==> config.mk <==
export PLATFORM = sky130hd
export DESIGN_NAME = cam_capture
export DESIGN_NICKNAME = d
export VERILOG_FILES = /design/src/rtl/cam_capture_pkg.sv /design/src/rtl/cam_capture.sv
export SDC_FILE = /design/constraint.sdc
export NUM_CORES = 1
export LEC_CHECK = 0
export ABC_AREA = 1
export BUFFER_PORTS_ARGS = -buffer_cell sky130_fd_sc_hd__buf_2
export CORE_UTILIZATION = 58
export CTS_BUF_LIST = sky130_fd_sc_hd__clkbuf_16
export DETAILED_ROUTE_END_ITERATION = 10
export PLACE_DENSITY = 0.84
export SYNTH_ARGS = -nofsm -noshare
export SYNTH_HDL_FRONTEND = slang
export SYNTH_SLANG_ARGS = --single-unit
==> constraint.sdc <==
create_clock -name CCLK -period 3.2 [get_ports CCLK]
set_input_delay 0.32 -clock CCLK [delete_from_list [all_inputs] [get_ports CCLK]]
set_output_delay 0.32 -clock CCLK [all_outputs]
set_load 0.02 [all_outputs]
==> src/rtl/cam_capture_pkg.sv <==
// Shared eye-tracker definitions: capture FSM state encoding and default camera geometry.
// Latency: not applicable (types and constants only).
// Backpressure: not applicable.
package cam_capture_pkg;

    localparam int DEF_PIXEL_WIDTH = 8;
    localparam int DEF_ADDR_WIDTH  = 9;
    localparam int DEF_HACT        = 320;
    localparam int DEF_VACT        = 480;

    localparam int LINE_NUM_W      = 10;
    localparam int FRAME_CNT_W     = 8;

    // SYNC waits for a frame gap after reset, IDLE waits for a frame start,
    // ACTIVE captures lines until the frame ends.
    typedef enum logic [1:0] {
        ST_SYNC   = 2'd0,
        ST_IDLE   = 2'd1,
        ST_ACTIVE = 2'd2
    } cap_state_e;

endpackage

==> src/rtl/cam_capture.sv <==
// Stereo camera capture: turns FVAL/LVAL/DVAL pixel stream into line-buffer writes plus frame/line events.
// Latency: fixed 2 CCLK cycles from camera inputs to every output (input register + output register).
// Backpressure: none; the camera cannot be stalled, pixels past HACT or lines past VACT are dropped with OVF.
module cam_capture
    import cam_capture_pkg::*;
#(
    parameter int PIXEL_WIDTH = DEF_PIXEL_WIDTH,
    parameter int ADDR_WIDTH  = DEF_ADDR_WIDTH,
    parameter int HACT        = DEF_HACT,
    parameter int VACT        = DEF_VACT
) (
    input  logic                   CCLK,
    input  logic                   RST_N,
    input  logic                   FVAL,
    input  logic                   LVAL,
    input  logic                   DVAL,
    input  logic [PIXEL_WIDTH-1:0] DATA_L,
    input  logic [PIXEL_WIDTH-1:0] DATA_R,
    output logic                   WR_EN,
    output logic [ADDR_WIDTH-1:0]  WR_ADDR,
    output logic [PIXEL_WIDTH-1:0] WR_DATA_L,
    output logic [PIXEL_WIDTH-1:0] WR_DATA_R,
    output logic [LINE_NUM_W-1:0]  LINE_NUM,
    output logic                   FRAME_START,
    output logic                   LINE_END,
    output logic                   FRAME_END,
    output logic [ADDR_WIDTH:0]    LINE_LEN,
    output logic [FRAME_CNT_W-1:0] FRAME_CNT,
    output logic                   OVF
);

    // Pixel counter is one bit wider than the address so it can count past HACT.
    localparam int                   CW      = ADDR_WIDTH + 1;
    localparam logic [CW-1:0]        CNT_MAX = '1;
    localparam logic [CW-1:0]        HACT_C  = CW'(HACT);
    localparam logic [LINE_NUM_W-1:0] VACT_C = LINE_NUM_W'(VACT);

    // Stage 1: registered camera inputs and their one-cycle-old copies for edge detection.
    logic                   fval_q, lval_q, dval_q;
    logic                   fval_prev_q, lval_prev_q;
    logic [PIXEL_WIDTH-1:0] data_l_q, data_r_q;
    // Set one cycle after reset release, so the reset value of fval_q is not mistaken for a frame gap.
    logic                   armed_q;

    cap_state_e state_q, state_d;

    // Stage 2: output registers and datapath state.
    logic                   wr_en_q, wr_en_d;
    logic [ADDR_WIDTH-1:0]  wr_addr_q, wr_addr_d;
    logic [PIXEL_WIDTH-1:0] wr_data_l_q, wr_data_l_d;
    logic [PIXEL_WIDTH-1:0] wr_data_r_q, wr_data_r_d;
    logic [LINE_NUM_W-1:0]  line_num_q, line_num_d;
    logic                   frame_start_q, frame_start_d;
    logic                   line_end_q, line_end_d;
    logic                   frame_end_q, frame_end_d;
    logic [CW-1:0]          line_len_q, line_len_d;
    logic [FRAME_CNT_W-1:0] frame_cnt_q, frame_cnt_d;
    logic                   ovf_q, ovf_d;
    logic [CW-1:0]          pix_cnt_q, pix_cnt_d;

    logic fval_rise;
    logic frame_open, frame_close, line_close, pix_en;

    // Capture the camera inputs once and keep the previous sample for edge detection.
    always_ff @(posedge CCLK or negedge RST_N) begin
        if (!RST_N) begin
            fval_q      <= 1'b0;
            lval_q      <= 1'b0;
            dval_q      <= 1'b0;
            fval_prev_q <= 1'b0;
            lval_prev_q <= 1'b0;
            data_l_q    <= '0;
            data_r_q    <= '0;
            armed_q     <= 1'b0;
        end else begin
            fval_q      <= FVAL;
            lval_q      <= LVAL;
            dval_q      <= DVAL;
            fval_prev_q <= fval_q;
            lval_prev_q <= lval_q;
            data_l_q    <= DATA_L;
            data_r_q    <= DATA_R;
            armed_q     <= 1'b1;
        end
    end

    assign fval_rise = fval_q & ~fval_prev_q;

    // FSM state register.
    always_ff @(posedge CCLK or negedge RST_N) begin
        if (!RST_N) begin
            state_q <= ST_SYNC;
        end else begin
            state_q <= state_d;
        end
    end

    // FSM next state: a frame in progress at reset release is skipped until FVAL has been seen low.
    always_comb begin
        state_d = state_q;
        case (state_q)
            ST_SYNC:   if (armed_q && !fval_q) state_d = ST_IDLE;
            ST_IDLE:   if (fval_rise)          state_d = ST_ACTIVE;
            ST_ACTIVE: if (!fval_q)            state_d = ST_IDLE;
            default:                           state_d = ST_SYNC;
        endcase
    end

    // FSM outputs: decide writes, drops and event pulses for this registered input sample.
    always_comb begin
        frame_open  = (state_q == ST_IDLE) && fval_rise;
        frame_close = (state_q == ST_ACTIVE) && !fval_q;
        // A line also closes when the frame ends while LVAL is still high.
        line_close  = (state_q == ST_ACTIVE) && lval_prev_q && (!lval_q || !fval_q);
        pix_en      = (state_q == ST_ACTIVE) && fval_q && lval_q && dval_q;

        wr_en_d       = 1'b0;
        wr_addr_d     = wr_addr_q;
        wr_data_l_d   = wr_data_l_q;
        wr_data_r_d   = wr_data_r_q;
        line_num_d    = line_num_q;
        frame_start_d = 1'b0;
        line_end_d    = 1'b0;
        frame_end_d   = 1'b0;
        line_len_d    = line_len_q;
        frame_cnt_d   = frame_cnt_q;
        ovf_d         = 1'b0;
        pix_cnt_d     = pix_cnt_q;

        if (frame_open) begin
            frame_start_d = 1'b1;
            line_num_d    = '0;
            pix_cnt_d     = '0;
        end

        if (pix_en) begin
            if ((pix_cnt_q < HACT_C) && (line_num_q < VACT_C)) begin
                wr_en_d     = 1'b1;
                wr_addr_d   = pix_cnt_q[ADDR_WIDTH-1:0];
                wr_data_l_d = data_l_q;
                wr_data_r_d = data_r_q;
            end else begin
                ovf_d = 1'b1;
            end
            // Saturating count doubles as the saturated LINE_LEN value.
            if (pix_cnt_q != CNT_MAX) begin
                pix_cnt_d = pix_cnt_q + 1'b1;
            end
        end

        if (line_close) begin
            line_end_d = 1'b1;
            line_len_d = pix_cnt_q;
            pix_cnt_d  = '0;
            if (line_num_q != VACT_C) begin
                line_num_d = line_num_q + 1'b1;
            end
        end

        if (frame_close) begin
            frame_end_d = 1'b1;
            frame_cnt_d = frame_cnt_q + 1'b1;
        end
    end

    // Output and datapath registers.
    always_ff @(posedge CCLK or negedge RST_N) begin
        if (!RST_N) begin
            wr_en_q       <= 1'b0;
            wr_addr_q     <= '0;
            wr_data_l_q   <= '0;
            wr_data_r_q   <= '0;
            line_num_q    <= '0;
            frame_start_q <= 1'b0;
            line_end_q    <= 1'b0;
            frame_end_q   <= 1'b0;
            line_len_q    <= '0;
            frame_cnt_q   <= '0;
            ovf_q         <= 1'b0;
            pix_cnt_q     <= '0;
        end else begin
            wr_en_q       <= wr_en_d;
            wr_addr_q     <= wr_addr_d;
            wr_data_l_q   <= wr_data_l_d;
            wr_data_r_q   <= wr_data_r_d;
            line_num_q    <= line_num_d;
            frame_start_q <= frame_start_d;
            line_end_q    <= line_end_d;
            frame_end_q   <= frame_end_d;
            line_len_q    <= line_len_d;
            frame_cnt_q   <= frame_cnt_d;
            ovf_q         <= ovf_d;
            pix_cnt_q     <= pix_cnt_d;
        end
    end

    assign WR_EN       = wr_en_q;
    assign WR_ADDR     = wr_addr_q;
    assign WR_DATA_L   = wr_data_l_q;
    assign WR_DATA_R   = wr_data_r_q;
    assign LINE_NUM    = line_num_q;
    assign FRAME_START = frame_start_q;
    assign LINE_END    = line_end_q;
    assign FRAME_END   = frame_end_q;
    assign LINE_LEN    = line_len_q;
    assign FRAME_CNT   = frame_cnt_q;
    assign OVF         = ovf_q;

endmodule

## Word-level counts from Yosys, hierarchy flattened

Index checks and enable logic that the tools add are counted.

| word-level totals | value |
|---|---|
| output and inout bits | 58 |
| input bits | 21 |
| register bits | 92 |
| word-level logic and storage cells | 68 |

| operators by class | value |
|---|---|
| bitwise operators | 2 |
| order comparisons | 2 |
| mux-type cells | 18 |
| add/sub/neg operators | 3 |
| eq/ne operators | 7 |
| reduce and logical (&&, ||, !) cells | 15 |

Operator list:

| operator | count |
|---|---|
| $mux 10 | 7 |
| $add 10x1->10 const B | 2 |
| $lt 10x9->1 const B | 2 |
| $ne 10x10->1 const B | 1 |
| $ne 10x9->1 const B | 1 |
| $logic_and 1x1->1 | 9 |
| $add 8x1->8 const B | 1 |
| $mux 1 | 7 |
| $mux 2 | 3 |
| $ne 2x2->1 const B | 3 |
| $pmux 2 s3 | 1 |
| $reduce_and 3->1 | 1 |
| $eq 2x1->1 const B | 1 |
| $eq 2x2->1 const B | 1 |
| $logic_not 1->1 | 2 |
| $logic_not 2->1 | 1 |
| $reduce_and 2->1 | 1 |
| $and 1x1->1 | 1 |
| $logic_or 1x1->1 | 1 |
| $not 1->1 | 1 |

## Logic depth before layout (Yosys ltp)

| logic depth | value |
|---|---|
| depth in word-level cells | 7 |
| mapped depth | 9 |
| gate-level depth less buffers | 9 |

## Least setup slack after synthesis

No wires, ideal clock.

| timing | value |
|---|---|
| kind | flip-flop to flip-flop |
| start | reg line_num_q[0] (netlist: LINE_NUM[0]) |
| end | reg line_num_q[6] (netlist: LINE_NUM[6]) |
| stages on the path, launching flop included | 10 |
| buffers on the path | 0 |
| period minus slack after synthesis | 1449 ps |
| path slack | 1751 ps |
| data required time | 3083 ps |
| arrival time | 1332 ps |
| setup time | 117 ps |
| cells stage by stage | dfrtp_1 > inv_1 > ha_1 > inv_1 > nor2_1 > nand4_2 > nand3_1 > nand2_1 > o21ai_1 > inv_1 |

| on the way | value |
|---|---|
| word-level cells in the longest chain between the ends | 3 |
| elaborated cells on any way between the ends | 4 |
| those cells by class | add/sub (1); eq/ne (1); mux (2) |

Ends and longest elaborated chain:

| element | line | text |
|---|---|---|
| start, declared | cam_capture.sv:52 | `logic [LINE_NUM_W-1:0] line_num_q, line_num_d;` |
| start signal, assigned | cam_capture.sv:186 | `line_num_q <= line_num_d;` |
| $add 10x1->10 or $ne 10x9->1 (tied branches) | cam_capture.sv:156, cam_capture.sv:155 |  |
| $mux 10 (*) | cam_capture.sv:155 | `if (line_num_q != VACT_C) begin` |
| $mux 10 (*) | cam_capture.sv:151 | `if (line_close) begin` |
| net line_num_d[6] | cam_capture.sv:52 |  |

Mark *: on every way through the listed nets, which the timed path passes. The rest lies on a longest branch.
A chain may end at the register's enable or synchronous reset.

## Final worst setup path

| timing | value |
|---|---|
| start | reg state_q[0] |
| end | reg line_num_q[2] (netlist: LINE_NUM[2]) |

| on the way | value |
|---|---|
| word-level cells in the longest chain between the ends | 5 |
| elaborated cells on any way between the ends | 8 |
| those cells by class | eq/ne (2); mux (3); reduce/logical (3) |

Ends and longest elaborated chain:

| element | line | text |
|---|---|---|
| start, declared | cam_capture.sv:45 | `cap_state_e state_q, state_d;` |
| start signal, assigned | cam_capture.sv:94 | `state_q <= state_d;` |
| $eq 2x1->1 | cam_capture.sv:111 | `frame_open = (state_q == ST_IDLE) && fval_rise;` |
| $logic_and 1x1->1 | cam_capture.sv:111 |  |
| $mux 10 | cam_capture.sv:130 | `if (frame_open) begin` |
| $mux 10 | cam_capture.sv:155 |  |
| $mux 10 (*) | cam_capture.sv:151 |  |
| net line_num_d[2] | cam_capture.sv:52 |  |

Marks and branches as above.

==> impl_metrics.csv <==
group,metric,value,unit
die,start_util,0.617,
timing,clock.fmax,511,MHz
power_and_ir_drop,power.total,3.04,mW
route,wirelength,7410,um
timing,finalSetupTns,0,ns
setup_path,rr_worst_depth,6,
place,place.gp.congestion,0.965,
global_routing,met2_usage,0.402,
synthesis,yosysWarnings,0,
die,rows,28,
clocking,clockBufferDepth,2,
timing,fin_skew,0.00685,ns
timing,setup_viol,0,
timing,timing.slew.headroom,0.427,
synthesis,synth_nets,425,
setup_path,setup.worst_path.start,"state_q[0]",
die,die_area,0.00681,mm^2
global_routing,grt_pass1_wl,12000,um
final_layout,layout-drive-gt1-share,0.225,
synthesis,synthCells,400,
clocking,clk_latency,0.33,ns
die,die_w,82.5,um
synthesis,ys_types,31,
place,io_buffers,78,
final_layout,fill_cells,477,
setup_path,crit_type,"flip-flop to flip-flop",
clocking,cts_num_sinks,92,
synthesis,syn_area,0.00376,mm^2
global_routing,grt.total_usage,0.240,
final_layout,syn_to_final_growth,19.0,%
setup_path,timing.rr.end,"LINE_NUM[2]",
synthesis,syn_avg_cell_area,9.41,um^2
global_routing,grt_antenna_before_repair,0,
route,vias,2885,
final_layout,fin_area,0.00448,mm^2
die,core,0.00610,mm^2
global_routing,grt_use_met3,0.0725,
route,firstDrtPassIters,5,
flow_run,maxCapViolations,0,
timing,final_hold_viol_count,0,
synthesis,synth-seq-area-share,0.612,
route,drt_iter0_markers,244,
setup_path,critPathMaxFanout,25,
clocking,htree_levels,3,
route,antenna_left,0,
die,io_pins,79,
timing,period_minus_slack,1.96,ns
timing,worst_pin_slew,0.859,ns
global_routing,use_met1,0.301,
global_routing,grt_max_degree,72,
route,drcViolationCount,0,
clocking,cts_tree,"built",
timing,rsz0062_at_grt,"no",
route,wl_per_cell,13.2,um
final_layout,antennaDiodeCount,0,
die,die_y,82.5,um
place,dpl-instance-area,0.00420,mm^2
global_routing,grt.overflow.total,0,
setup_path,arrival,2.18,ns
clocking,post_cts_buffers,0,
clocking,holdBufCountCts,0,
run_status,status,"complete, no violations",
worst_hold_path,min_path_type,"input pin to flip-flop",
route,viasPerCell,5.15,
global_routing,busiest_layer,"met2",
setup_path,start_kind,"flip-flop",
final_layout,fin_util,0.734,
setup_path,critPathCaptureType,"flip-flop",
clocking,cts_resized,0,
clocking,cts_inserted_buffers,9,
setup_path,crit_required,3.42,ns
power_and_ir_drop,ir_drop,502,uV
synthesis,ys_ff_latch,92,
place,dp_hpwl,5080,um
timing,fin_crit_sh,0.612,
setup_path,rr_startpoint,"state_q[0]",
timing,report.final.slew_viol_count,0,
power_and_ir_drop,p_per_area,679,mW/mm^2
global_routing,grt_pass1_vias,2685,
setup_path,cp-endpoint,"LINE_NUM[2]",
power_and_ir_drop,p_leak,2.39,nW
final_layout,fin_nets,507,
clocking,cts_root_buf,"clkbuf_16",
setup_path,reg2reg_slack,1.24,ns
clocking,clk_pin_slew_worst_paths,0.06,ns
==> layout make-up <==
cell class / instances / area, um^2 / area share
Tap cell: 75 / 93.8 / 0.0210
Inverter: 41 / 159 / 0.0355
Multi-Input combinational cell: 258 / 1230 / 0.275
Sequential cell: 92 / 2300 / 0.514
Clock buffer: 9 / 225 / 0.0503
Clock inverter: 5 / 55.1 / 0.0123
Timing Repair Buffer: 80 / 408 / 0.0911
==> synthesized netlist by cell type (all sizes together) <==
cell,number,share of area
xnor2,3,0.0070
clkbuf,3,0.0030
conb,1,0.0010
nand3,29,0.041
ha,4,0.013
nand4,6,0.012
xor2,5,0.012
nand2,131,0.14
o31ai,2,0.0040
a21oi,10,0.013
o21bai,1,0.0020
nor3b,1,0.0033
and3,1,0.0017
nor2,26,0.031
o22ai,1,0.0017
buf,6,0.015
o21ai,34,0.045
dfrtp,92,0.61
inv,41,0.042
nor3,3,0.0040
==> worst max-delay path, stage by stage (launching register included) <==
cell and delay (ns):
dfrtp_1 0.45, nor2_4 0.18, nand3_2 0.37, inv_2 0.44, nand2_1 0.16, o21ai_0 0.18, nor2_1 0.06
==> stage by stage <==
step           hold WS [ns]  setup slack (ns)  cells
3_5_place_dp          0.371              1.28    546
6_report             0.0870              1.24    560
5_1_grt              0.0760             0.986    560
3_3_place_gp          0.359              1.36    546
4_1_cts              0.0803              1.24    560
2_1_floorplan        0.0244              1.75    400
==> state kept, by name, summed over array words and instances, names as in the netlist, 2 cells and up <==
signal and count:
LINE_NUM 10, WR_ADDR 9, WR_DATA_L 8, LINE_LEN 10, data_r_q 8, FRAME_CNT 8, data_l_q 8, pix_cnt_q 10
state_q 2, WR_DATA_R 8
==> how the worst min path moves through the flow <==
stage          startpoint           end  slack [ns]  cells after the start
3_3_place_gp       lval_q   lval_prev_q        0.36                      0
3_5_place_dp       lval_q   lval_prev_q        0.37                      0
6_report        DATA_L[5]   data_l_q[5]        0.09                      1
4_1_cts         DATA_L[2]   data_l_q[2]        0.08                      1
2_1_floorplan       RST_N  FRAME_CNT[0]        0.02                      0
5_1_grt         DATA_L[5]   data_l_q[5]        0.08                      1
==> kinds of logic (layout without fill, tap and decap cells) <==
logic type,count (synthesis),after routing,synth area share
and+or+nand+nor,197,197,0.228
xor gates and xnor gates,8,8,0.0186
other,1,1,0.000997
adders and majority gates,4,4,0.0133
buffers and inverters,50,135,0.0605
DFF,92,92,0.612
AOI/OAI and AO/OA,48,48,0.0662
==> routing by layer <==
metal  vias up  wire length (um)  part of all wire
met3        11               435             0.059
met2        91              3560              0.48
li1       1432                 -                 -
met5         -                 0                 0
met4         0                96             0.013
met1      1351              3310              0.45
==> placed cells by master (no fill, tap or decap), drive strengths merged <==
cell	count
nand3	29
xor2	5
o31ai	2
xnor2	3
conb	1
bufinv	1
dfrtp	92
o21ai	34
a21oi	10
inv	41
nor2	26
o21bai	1
ha	4
clkbuf	9
clkinvlp	2
clkinv	2
nand2	131
and3	1
nand4	6
buf	80
nor3	3
o22ai	1
nor3b	1
==> power by group <==
group	switching, mW	internal, mW	total [mW]
sequential	0.114	1.33	1.44
combinational	0.395	0.197	0.593
clock	0.412	0.593	1.00
total	0.921	2.12	3.04
Power figures use the tool's default switching activity.
